### config.mk
export PLATFORM = sky130hd
export DESIGN_NAME = itch_order_encoder_flat
export DESIGN_NICKNAME = d
export VERILOG_FILES = /design/src/rtl/itch_order_encoder_if.sv /design/src/rtl/itch_order_encoder.sv /design/src/flat_wrapper.sv
export SDC_FILE = /design/constraint.sdc
export NUM_CORES = 1
export LEC_CHECK = 0
export CORE_AREA = 5 5 257 259
export DETAILED_ROUTE_END_ITERATION = 10
export DIE_AREA = 0 0 262 264
export GPL_TIMING_DRIVEN = 0
export SLEW_MARGIN = 20
export SYNTH_ARGS = -nofsm -noshare
export SYNTH_HDL_FRONTEND = slang
export SYNTH_SLANG_ARGS = --single-unit
### constraint.sdc
create_clock -name i_clk -period 12.2 [get_ports i_clk]
set_clock_uncertainty 0.2 [all_clocks]
set_input_delay 3.05 -clock i_clk [delete_from_list [all_inputs] [get_ports i_clk]]
set_output_delay 3.05 -clock i_clk [all_outputs]
set_load 0.05 [all_outputs]
### src/rtl/itch_order_encoder_if.sv
// Request and egress signals of the ITCH order encoder, grouped as one bundle.
// The slave modport is the encoder's view; master is the quoting-logic/framer view.
interface itch_order_encoder_if #(
  parameter int REG_WIDTH  = 32,
  parameter int QTY_WIDTH  = 16,
  parameter int NUM_STOCKS = 4
);
  localparam int SYM_W = (NUM_STOCKS > 1) ? $clog2(NUM_STOCKS) : 1;

  logic                 i_data_valid;
  logic                 o_ready;
  logic [1:0]           i_msg_type;
  logic                 i_trade_type;
  logic [SYM_W-1:0]     i_stock_symbol;
  logic [REG_WIDTH-1:0] i_buy_price;
  logic [REG_WIDTH-1:0] i_sell_price;
  logic [QTY_WIDTH-1:0] i_quantity;
  logic [REG_WIDTH-1:0] i_order_ref;
  logic                 i_book_is_busy;
  logic                 i_ready;
  logic                 o_valid;
  logic [REG_WIDTH-1:0] o_reg_1;
  logic [REG_WIDTH-1:0] o_reg_2;
  logic [REG_WIDTH-1:0] o_reg_3;
  logic [REG_WIDTH-1:0] o_reg_4;
  logic [REG_WIDTH-1:0] o_reg_5;
  logic [REG_WIDTH-1:0] o_reg_6;
  logic [REG_WIDTH-1:0] o_reg_7;
  logic [REG_WIDTH-1:0] o_order_id;
  logic                 o_drop;

  modport slave (
    input  i_data_valid, i_msg_type, i_trade_type, i_stock_symbol,
           i_buy_price, i_sell_price, i_quantity, i_order_ref,
           i_book_is_busy, i_ready,
    output o_ready, o_valid, o_reg_1, o_reg_2, o_reg_3, o_reg_4,
           o_reg_5, o_reg_6, o_reg_7, o_order_id, o_drop
  );

  modport master (
    output i_data_valid, i_msg_type, i_trade_type, i_stock_symbol,
           i_buy_price, i_sell_price, i_quantity, i_order_ref,
           i_book_is_busy, i_ready,
    input  o_ready, o_valid, o_reg_1, o_reg_2, o_reg_3, o_reg_4,
           o_reg_5, o_reg_6, o_reg_7, o_order_id, o_drop
  );
endinterface

### src/rtl/itch_order_encoder.sv
// ITCH outbound encoder: stamps order requests with time/reference, packs them into
// seven registers and buffers them in a show-ahead FIFO toward the transmit framer.
module itch_order_encoder #(
  parameter int                   REG_WIDTH      = 32,
  parameter int                   QTY_WIDTH      = 16,
  parameter int                   NUM_STOCKS     = 4,
  parameter int                   FIFO_DEPTH     = 4,
  parameter logic [REG_WIDTH-1:0] ORDER_ID_START = {{(REG_WIDTH-1){1'b0}}, 1'b1}
) (
  input logic                i_clk,
  input logic                i_reset,
  itch_order_encoder_if.slave bus
);

  localparam int SYM_W = (NUM_STOCKS > 1) ? $clog2(NUM_STOCKS) : 1;
  localparam int PTR_W = $clog2(FIFO_DEPTH);
  localparam int CNT_W = PTR_W + 1;

  typedef enum logic [1:0] {
    MSG_ADD      = 2'd0,
    MSG_CANCEL   = 2'd1,
    MSG_EXECUTE  = 2'd2,
    MSG_RESERVED = 2'd3
  } msg_type_e;

  // Element [0] carries reg_1, element [6] carries reg_7.
  typedef logic [6:0][REG_WIDTH-1:0] msg_t;

  msg_t                 mem_q [FIFO_DEPTH];
  logic [PTR_W-1:0]     wrPtr_q, wrPtr_d;
  logic [PTR_W-1:0]     rdPtr_q, rdPtr_d;
  logic [CNT_W-1:0]     count_q, count_d;
  logic [REG_WIDTH-1:0] timestamp_q, timestamp_d;
  logic [REG_WIDTH-1:0] idCount_q, idCount_d;
  logic [REG_WIDTH-1:0] orderId_q, orderId_d;
  logic                 drop_q, drop_d;

  msg_type_e msgType;
  logic      fifoFull;
  logic      fifoEmpty;
  logic      accept;
  logic      push;
  logic      pop;
  msg_t      newMsg;
  msg_t      headMsg;
  logic [7:0]  msgCode;
  logic [63:0] symbolName;

  function automatic logic [63:0] lookupSymbol(input logic [SYM_W-1:0] sym);
    logic [63:0] name;
    name = '0;
    case (32'(sym))
      0:       name = 64'h4141504C_20202020;
      1:       name = 64'h414D5A4E_20202020;
      2:       name = 64'h474F4F47_4C202020;
      3:       name = 64'h4D534654_20202020;
      default: name = '0;
    endcase
    return name;
  endfunction

  assign msgType   = msg_type_e'(bus.i_msg_type);
  assign fifoFull  = (count_q == CNT_W'(FIFO_DEPTH));
  assign fifoEmpty = (count_q == '0);

  // A same-cycle pop deliberately does not open a slot: ready depends only on registered state.
  assign bus.o_ready = !i_reset && !fifoFull && !bus.i_book_is_busy;
  assign accept      = bus.i_data_valid && bus.o_ready;
  assign push        = accept && (msgType != MSG_RESERVED);
  assign pop         = !fifoEmpty && bus.i_ready;

  always_comb begin
    msgCode    = 8'h00;
    symbolName = lookupSymbol(bus.i_stock_symbol);
    newMsg     = '0;
    case (msgType)
      MSG_ADD:     msgCode = 8'h41;
      MSG_CANCEL:  msgCode = 8'h58;
      MSG_EXECUTE: msgCode = 8'h45;
      default:     msgCode = 8'h00;
    endcase
    newMsg[0] = REG_WIDTH'({msgCode, bus.i_trade_type});
    newMsg[1] = timestamp_q;
    newMsg[2] = (msgType == MSG_ADD) ? idCount_q : bus.i_order_ref;
    newMsg[3] = REG_WIDTH'(bus.i_quantity);
    newMsg[4] = REG_WIDTH'(symbolName[63:32]);
    newMsg[5] = REG_WIDTH'(symbolName[31:0]);
    if (msgType == MSG_CANCEL) begin
      newMsg[6] = '0;
    end else if (bus.i_trade_type) begin
      newMsg[6] = bus.i_sell_price;
    end else begin
      newMsg[6] = bus.i_buy_price;
    end
  end

  always_comb begin
    wrPtr_d     = wrPtr_q;
    rdPtr_d     = rdPtr_q;
    count_d     = count_q;
    timestamp_d = timestamp_q + REG_WIDTH'(1);
    idCount_d   = idCount_q;
    orderId_d   = orderId_q;
    drop_d      = accept && (msgType == MSG_RESERVED);
    if (push) begin
      wrPtr_d = wrPtr_q + PTR_W'(1);
    end
    if (pop) begin
      rdPtr_d = rdPtr_q + PTR_W'(1);
    end
    case ({push, pop})
      2'b10:   count_d = count_q + CNT_W'(1);
      2'b01:   count_d = count_q - CNT_W'(1);
      default: count_d = count_q;
    endcase
    if (accept && (msgType == MSG_ADD)) begin
      idCount_d = idCount_q + REG_WIDTH'(1);
      orderId_d = idCount_q;
    end
  end

  always_ff @(posedge i_clk) begin
    if (i_reset) begin
      wrPtr_q     <= '0;
      rdPtr_q     <= '0;
      count_q     <= '0;
      timestamp_q <= '0;
      idCount_q   <= ORDER_ID_START;
      orderId_q   <= '0;
      drop_q      <= 1'b0;
    end else begin
      wrPtr_q     <= wrPtr_d;
      rdPtr_q     <= rdPtr_d;
      count_q     <= count_d;
      timestamp_q <= timestamp_d;
      idCount_q   <= idCount_d;
      orderId_q   <= orderId_d;
      drop_q      <= drop_d;
    end
  end

  // Storage needs no reset: push is impossible while reset is high and empty masks the outputs.
  always_ff @(posedge i_clk) begin
    if (push) begin
      mem_q[wrPtr_q] <= newMsg;
    end
  end

  assign headMsg = fifoEmpty ? '0 : mem_q[rdPtr_q];

  assign bus.o_valid    = !fifoEmpty;
  assign bus.o_reg_1    = headMsg[0];
  assign bus.o_reg_2    = headMsg[1];
  assign bus.o_reg_3    = headMsg[2];
  assign bus.o_reg_4    = headMsg[3];
  assign bus.o_reg_5    = headMsg[4];
  assign bus.o_reg_6    = headMsg[5];
  assign bus.o_reg_7    = headMsg[6];
  assign bus.o_order_id = orderId_q;
  assign bus.o_drop     = drop_q;

endmodule

### src/flat_wrapper.sv
// flat-port wrapper written by rule: the top's interface ports become plain ports
module itch_order_encoder_flat 
#(
  parameter int                   REG_WIDTH      = 32,
  parameter int                   QTY_WIDTH      = 16,
  parameter int                   NUM_STOCKS     = 4,
  parameter int                   FIFO_DEPTH     = 4,
  parameter logic [REG_WIDTH-1:0] ORDER_ID_START = {{(REG_WIDTH-1){1'b0}}, 1'b1}
)
  (i_clk, i_reset, bus_i_data_valid, bus_i_msg_type, bus_i_trade_type, bus_i_stock_symbol, bus_i_buy_price, bus_i_sell_price, bus_i_quantity, bus_i_order_ref, bus_i_book_is_busy, bus_i_ready, bus_o_ready, bus_o_valid, bus_o_reg_1, bus_o_reg_2, bus_o_reg_3, bus_o_reg_4, bus_o_reg_5, bus_o_reg_6, bus_o_reg_7, bus_o_order_id, bus_o_drop);
  itch_order_encoder_if #(.REG_WIDTH(REG_WIDTH), .QTY_WIDTH(QTY_WIDTH), .NUM_STOCKS(NUM_STOCKS)) bus_i ();
  input logic i_clk;
  input logic i_reset;
  input wire logic [$bits(bus_i.i_data_valid)-1:0] bus_i_data_valid;
  input wire logic [$bits(bus_i.i_msg_type)-1:0] bus_i_msg_type;
  input wire logic [$bits(bus_i.i_trade_type)-1:0] bus_i_trade_type;
  input wire logic [$bits(bus_i.i_stock_symbol)-1:0] bus_i_stock_symbol;
  input wire logic [$bits(bus_i.i_buy_price)-1:0] bus_i_buy_price;
  input wire logic [$bits(bus_i.i_sell_price)-1:0] bus_i_sell_price;
  input wire logic [$bits(bus_i.i_quantity)-1:0] bus_i_quantity;
  input wire logic [$bits(bus_i.i_order_ref)-1:0] bus_i_order_ref;
  input wire logic [$bits(bus_i.i_book_is_busy)-1:0] bus_i_book_is_busy;
  input wire logic [$bits(bus_i.i_ready)-1:0] bus_i_ready;
  output wire logic [$bits(bus_i.o_ready)-1:0] bus_o_ready;
  output wire logic [$bits(bus_i.o_valid)-1:0] bus_o_valid;
  output wire logic [$bits(bus_i.o_reg_1)-1:0] bus_o_reg_1;
  output wire logic [$bits(bus_i.o_reg_2)-1:0] bus_o_reg_2;
  output wire logic [$bits(bus_i.o_reg_3)-1:0] bus_o_reg_3;
  output wire logic [$bits(bus_i.o_reg_4)-1:0] bus_o_reg_4;
  output wire logic [$bits(bus_i.o_reg_5)-1:0] bus_o_reg_5;
  output wire logic [$bits(bus_i.o_reg_6)-1:0] bus_o_reg_6;
  output wire logic [$bits(bus_i.o_reg_7)-1:0] bus_o_reg_7;
  output wire logic [$bits(bus_i.o_order_id)-1:0] bus_o_order_id;
  output wire logic [$bits(bus_i.o_drop)-1:0] bus_o_drop;
  assign bus_i.i_data_valid = bus_i_data_valid;
  assign bus_i.i_msg_type = bus_i_msg_type;
  assign bus_i.i_trade_type = bus_i_trade_type;
  assign bus_i.i_stock_symbol = bus_i_stock_symbol;
  assign bus_i.i_buy_price = bus_i_buy_price;
  assign bus_i.i_sell_price = bus_i_sell_price;
  assign bus_i.i_quantity = bus_i_quantity;
  assign bus_i.i_order_ref = bus_i_order_ref;
  assign bus_i.i_book_is_busy = bus_i_book_is_busy;
  assign bus_i.i_ready = bus_i_ready;
  assign bus_o_ready = bus_i.o_ready;
  assign bus_o_valid = bus_i.o_valid;
  assign bus_o_reg_1 = bus_i.o_reg_1;
  assign bus_o_reg_2 = bus_i.o_reg_2;
  assign bus_o_reg_3 = bus_i.o_reg_3;
  assign bus_o_reg_4 = bus_i.o_reg_4;
  assign bus_o_reg_5 = bus_i.o_reg_5;
  assign bus_o_reg_6 = bus_i.o_reg_6;
  assign bus_o_reg_7 = bus_i.o_reg_7;
  assign bus_o_order_id = bus_i.o_order_id;
  assign bus_o_drop = bus_i.o_drop;
  itch_order_encoder #(.REG_WIDTH(REG_WIDTH), .QTY_WIDTH(QTY_WIDTH), .NUM_STOCKS(NUM_STOCKS), .FIFO_DEPTH(FIFO_DEPTH), .ORDER_ID_START(ORDER_ID_START)) u_core (.i_clk(i_clk), .i_reset(i_reset), .bus(bus_i));
endmodule
==> results of run 1 <==
through the flow:
| stage | hold WS (ps) | instance area, um2 |
|---|---|---|
| global placement | 252 | 29500 |
| floorplan | 251 | 25400 |
| global route | 272 | 31900 |
| detailed placement | 247 | 29800 |
| finish | 254 | 31900 |
| CTS | 255 | 31900 |
cell usage after synthesis, types with 24 or more instances:
| cell | n |
|---|---|
| a21oi_1 | 74 |
| and2_1 | 136 |
| buf_2 | 24 |
| buf_4 | 100 |
| clkbuf_1 | 57 |
| dfxtp_1 | 106 |
| edfxtp_1 | 496 |
| mux2_2 | 35 |
| mux2i_1 | 33 |
| mux4_2 | 124 |
| nand2_1 | 89 |
| nand4_1 | 33 |
| nor2_1 | 63 |
worst min-delay path: cells and delay by family, from the launching register on:
family          cells  cell delay (ps)
flops               1              310
simple gates        1               50
compound gates      1               50
worst paths after layout:
check | startpoint | endpoint | slack, ps | cells after the start
setup / recovery | i_reset | bus_o_ready | 3230 | 5
hold / removal | u_core.bus.o_order_id[28] | u_core.bus.o_order_id[28] | 250 | 2
setup reg to reg | u_core.count_q[0] | u_core.count_q[2] | 9010 | 11
hold reg to reg | u_core.bus.o_order_id[28] | u_core.bus.o_order_id[28] | 250 | 2
logic make-up after synthesis:
| kind of cell | share of synthesized area [%] |
|---|---|
| buffers and inverters | 4.61 |
| other | 0.0149 |
| adder cells (fa/ha/maj) | 0.677 |
| XOR/XNOR | 0.592 |
| flip-flops | 67.7 |
| AO/OA/AOI/OAI | 2.80 |
| AND/OR/NAND/NOR | 9.63 |
| multiplexers | 14.0 |
where the power goes:
part / total, mW / switching, mW / internal (mW)
sequential: 2.25 / 0.00778 / 2.24
combinational: 1.33 / 0.841 / 0.485
clock: 1.91 / 0.766 / 1.15
layout by cell type (no fill, tap or decap), types with 5 or more instances in the layout:
master | synthesis | routed
and2_1 | 136 | 132
clkbuf_8 | 0 | 8
clkinv_2 | 0 | 9
dfxtp_1 | 106 | 106
a21oi_1 | 74 | 74
o21ai_0 | 21 | 21
conb_1 | 1 | 76
clkinvlp_4 | 0 | 5
or3_1 | 15 | 15
clkinv_1 | 0 | 14
xor2_1 | 9 | 9
and3_1 | 5 | 5
clkbuf_1 | 57 | 64
bufinv_16 | 0 | 7
nor2_1 | 63 | 63
clkbuf_16 | 0 | 64
nor2b_1 | 9 | 9
clkdlybuf4s50_1 | 0 | 302
buf_1 | 5 | 5
inv_1 | 15 | 15
buf_2 | 24 | 24
nor4_1 | 11 | 11
mux4_2 | 124 | 124
nand3_1 | 21 | 21
buf_16 | 0 | 8
buf_4 | 100 | 100
nand2_1 | 89 | 89
xnor2_1 | 8 | 8
mux2_2 | 35 | 35
and4_1 | 9 | 9
mux2i_1 | 33 | 33
or4_1 | 22 | 22
nand4_1 | 33 | 33
ha_1 | 12 | 12
o31ai_1 | 21 | 21
edfxtp_1 | 496 | 496
cell type report:
| type | count | share of cell area [%] |
|---|---|---|
| antenna | 2 | 0.0157 |
| tap | 855 | 3.35 |
| timing repair buffer | 314 | 10.4 |
| clock buffer | 79 | 5.44 |
| clock inverter | 37 | 1.13 |
| inverter | 15 | 0.176 |
| buffer | 186 | 3.46 |
| multi-input combinational | 858 | 22.7 |
| sequential | 602 | 53.3 |
state kept, by name (all words and copies together), names as in the netlist, named ones only:
signal,count
u_core.bus.o_drop,1
u_core.bus.o_order_id,32
u_core.count_q,3
u_core.idCount_q,32
u_core.mem_q,496
u_core.rdPtr_q,2
u_core.timestamp_q,32
u_core.wrPtr_q,2
per-layer routing:
layer  vias up  track usage, %  wire, um
met2       397            29.1     30500
met3        79            3.53      3740
li1       6823               -         -
met5         -               0        13
met4         2            3.49      1020
met1      7456            23.4     25900
==> reports/results.tsv, run 1 <==
stage	metric	value	unit
timing	worst-margin pin slew	955	ps
synthesis	post-synthesis cell type count	45	
critical_path	Worst Setup Start Kind	input port	
floorplanning	FP Rows	93	
power	Total Power	5.49	mW
power	maximum vdd drop	116	uV
synthesis	post-synthesis sequential area ratio	67.7	%
place	detailed placement HPWL	41700	um
timing	final worst-path cycle share	73.5	%
synthesis	ys async rst share	0	%
status	status	finished clean	
synthesis	Yosys reg bits	602	
clocking	clk slew on worst S/H paths	60	ps
final_layout	final net count	2173	
clocking	CTS resizes	0	
route	post-DR wirelength/cell	20.7	um
timing	Final setup violation count	0	
timing	unrepaired setup endpoints after global routing	no	
clocking	H-tree lvl count	2	
critical_path	CP Capture Type	primary output	
route	final WL	61100	um
floorplanning	Die H	264	um
route	DRT antenna net count	0	
floorplanning	CORE AREA	63600	um2
final_layout	Area Growth Syn to Fin	27.0	%
clocking	TritonCTS Buffers	61	
clocking	Clock Path Buffers	3	
place	DP Worst Slack	3150	ps
critical_path	CP max stage cell	clkdlybuf4s50_1	
floorplanning	io pins	381	
global_route	initial antenna violation count	3	
final_layout	Core Util, Final	50.2	%
final_layout	share of post-route cells with drive strength above 1	19.7	%
critical_path	crit-path max cell delay	740	ps
synthesis	Post-synth EDFFs	496	
critical_path	Worst EP required	8950	ps
route	Pre-antenna DRT Iters	5	
timing	post-route minimum period	8970	ps
global_route	number of global-route vias before repair	15300	
worst_hold_path	Hold Path Class	flop to flop	
final_layout	fillers	5438	
final_layout	area of the multi-input gates	7260	um2
final_layout	Final Non-Filler Cells	2948	
synthesis	Post-Syn Instances	1586	
timing	Setup WS post-layout	3230	ps
clocking	Num Clock Sinks	602	
floorplanning	die area	69200	um2
synthesis	Mapped Area	25100	um2
route	DRC Markers	0	
synthesis	Post-synth top flop	edfxtp_1	
global_route	gr usage total	17.3	%
synthesis	Yosys top cell by area	edfxtp_1	
timing	final hold vios	0	
run	max cap viols	0	
place	input/output buffers	302	
route	iteration-0 DRC count of the detailed router	952	
clocking	Clk Latency, worst-skew pair	610	ps
place	Placer Congestion	0.821	
timing	Slew headroom	36.3	%
clocking	post-CTS setup-driven buffer insertion count	0	
critical_path	Worst Path Arrival	5720	ps
synthesis	top cells by area, synth	edfxtp_1 (59%), mux4_2 (11%), dfxtp_1 (8.4%)	
global_route	Overflow after GRT	0	
critical_path	crit-path cells	clkdlybuf4s50_1, clkbuf_1, clkbuf_1, nor3_1, clkdlybuf4s50_1	
synthesis	Warnings, synthesis	0	
final_layout	FF/Latch Area	17000	um2
timing	FMAX	0.111	GHz
timing	Max Slew Vio Count	0	
clocking	CTS tree	done	
floorplanning	Die Wd	262	um
clocking	Hold Buf Count CTS	0	
critical_path	CP delay by family, top	buffers and inverters	
global_route	first-pass GRT wire length	92400	um
global_route	largest net degree at the start of global routing	43	
synthesis	Avg Cell Area, Syn	15.9	um2
critical_path	CP bufs+invs	4	
timing	final setup TNS	0	ps
synthesis	share of the synthesized area in the top cell type	59.2	%
route	DR vias	14800	
power	Power Density	172	nW/um2
place	dpl cells	2830	
critical_path	crit path kind	input port to primary output	
critical_path	CP max FO	10	
floorplanning	Initial Util	39.5	%
power	Static Leak	10.6	nW
route	vias per cell	5.01	
clocking	clk root buf	clkbuf_16	
Note: power is estimated with default switching activity, not from simulation.
==> run 2: changes to the inputs <==
- clock period: 12.2 -> 8.69 ns (I/O delays scaled with it)
==> results of run 2 <==
Same layout as run 1 (identical final DEF). Status: finished clean.
Main changes from that run: setup slack after placement 3150 ps -> 1400 ps; setup slack after layout 3230 ps -> 1470 ps; register-to-register setup slack 9010 ps -> 5500 ps; total power 5.49 mW -> 7.70 mW; worst IR drop on VDD 116 uV -> 163 uV
==> run 3: changes to the inputs <==
- clock period: 8.69 -> 6.67 ns (I/O delays scaled with it)
==> results of run 3 <==
Same layout as run 1 (identical final DEF). Status: finished clean.
Main changes from that run: setup slack after placement 3150 ps -> 385 ps; setup slack after layout 3230 ps -> 463 ps; register-to-register setup slack 9010 ps -> 3480 ps; total power 5.49 mW -> 10.0 mW; worst IR drop on VDD 116 uV -> 212 uV
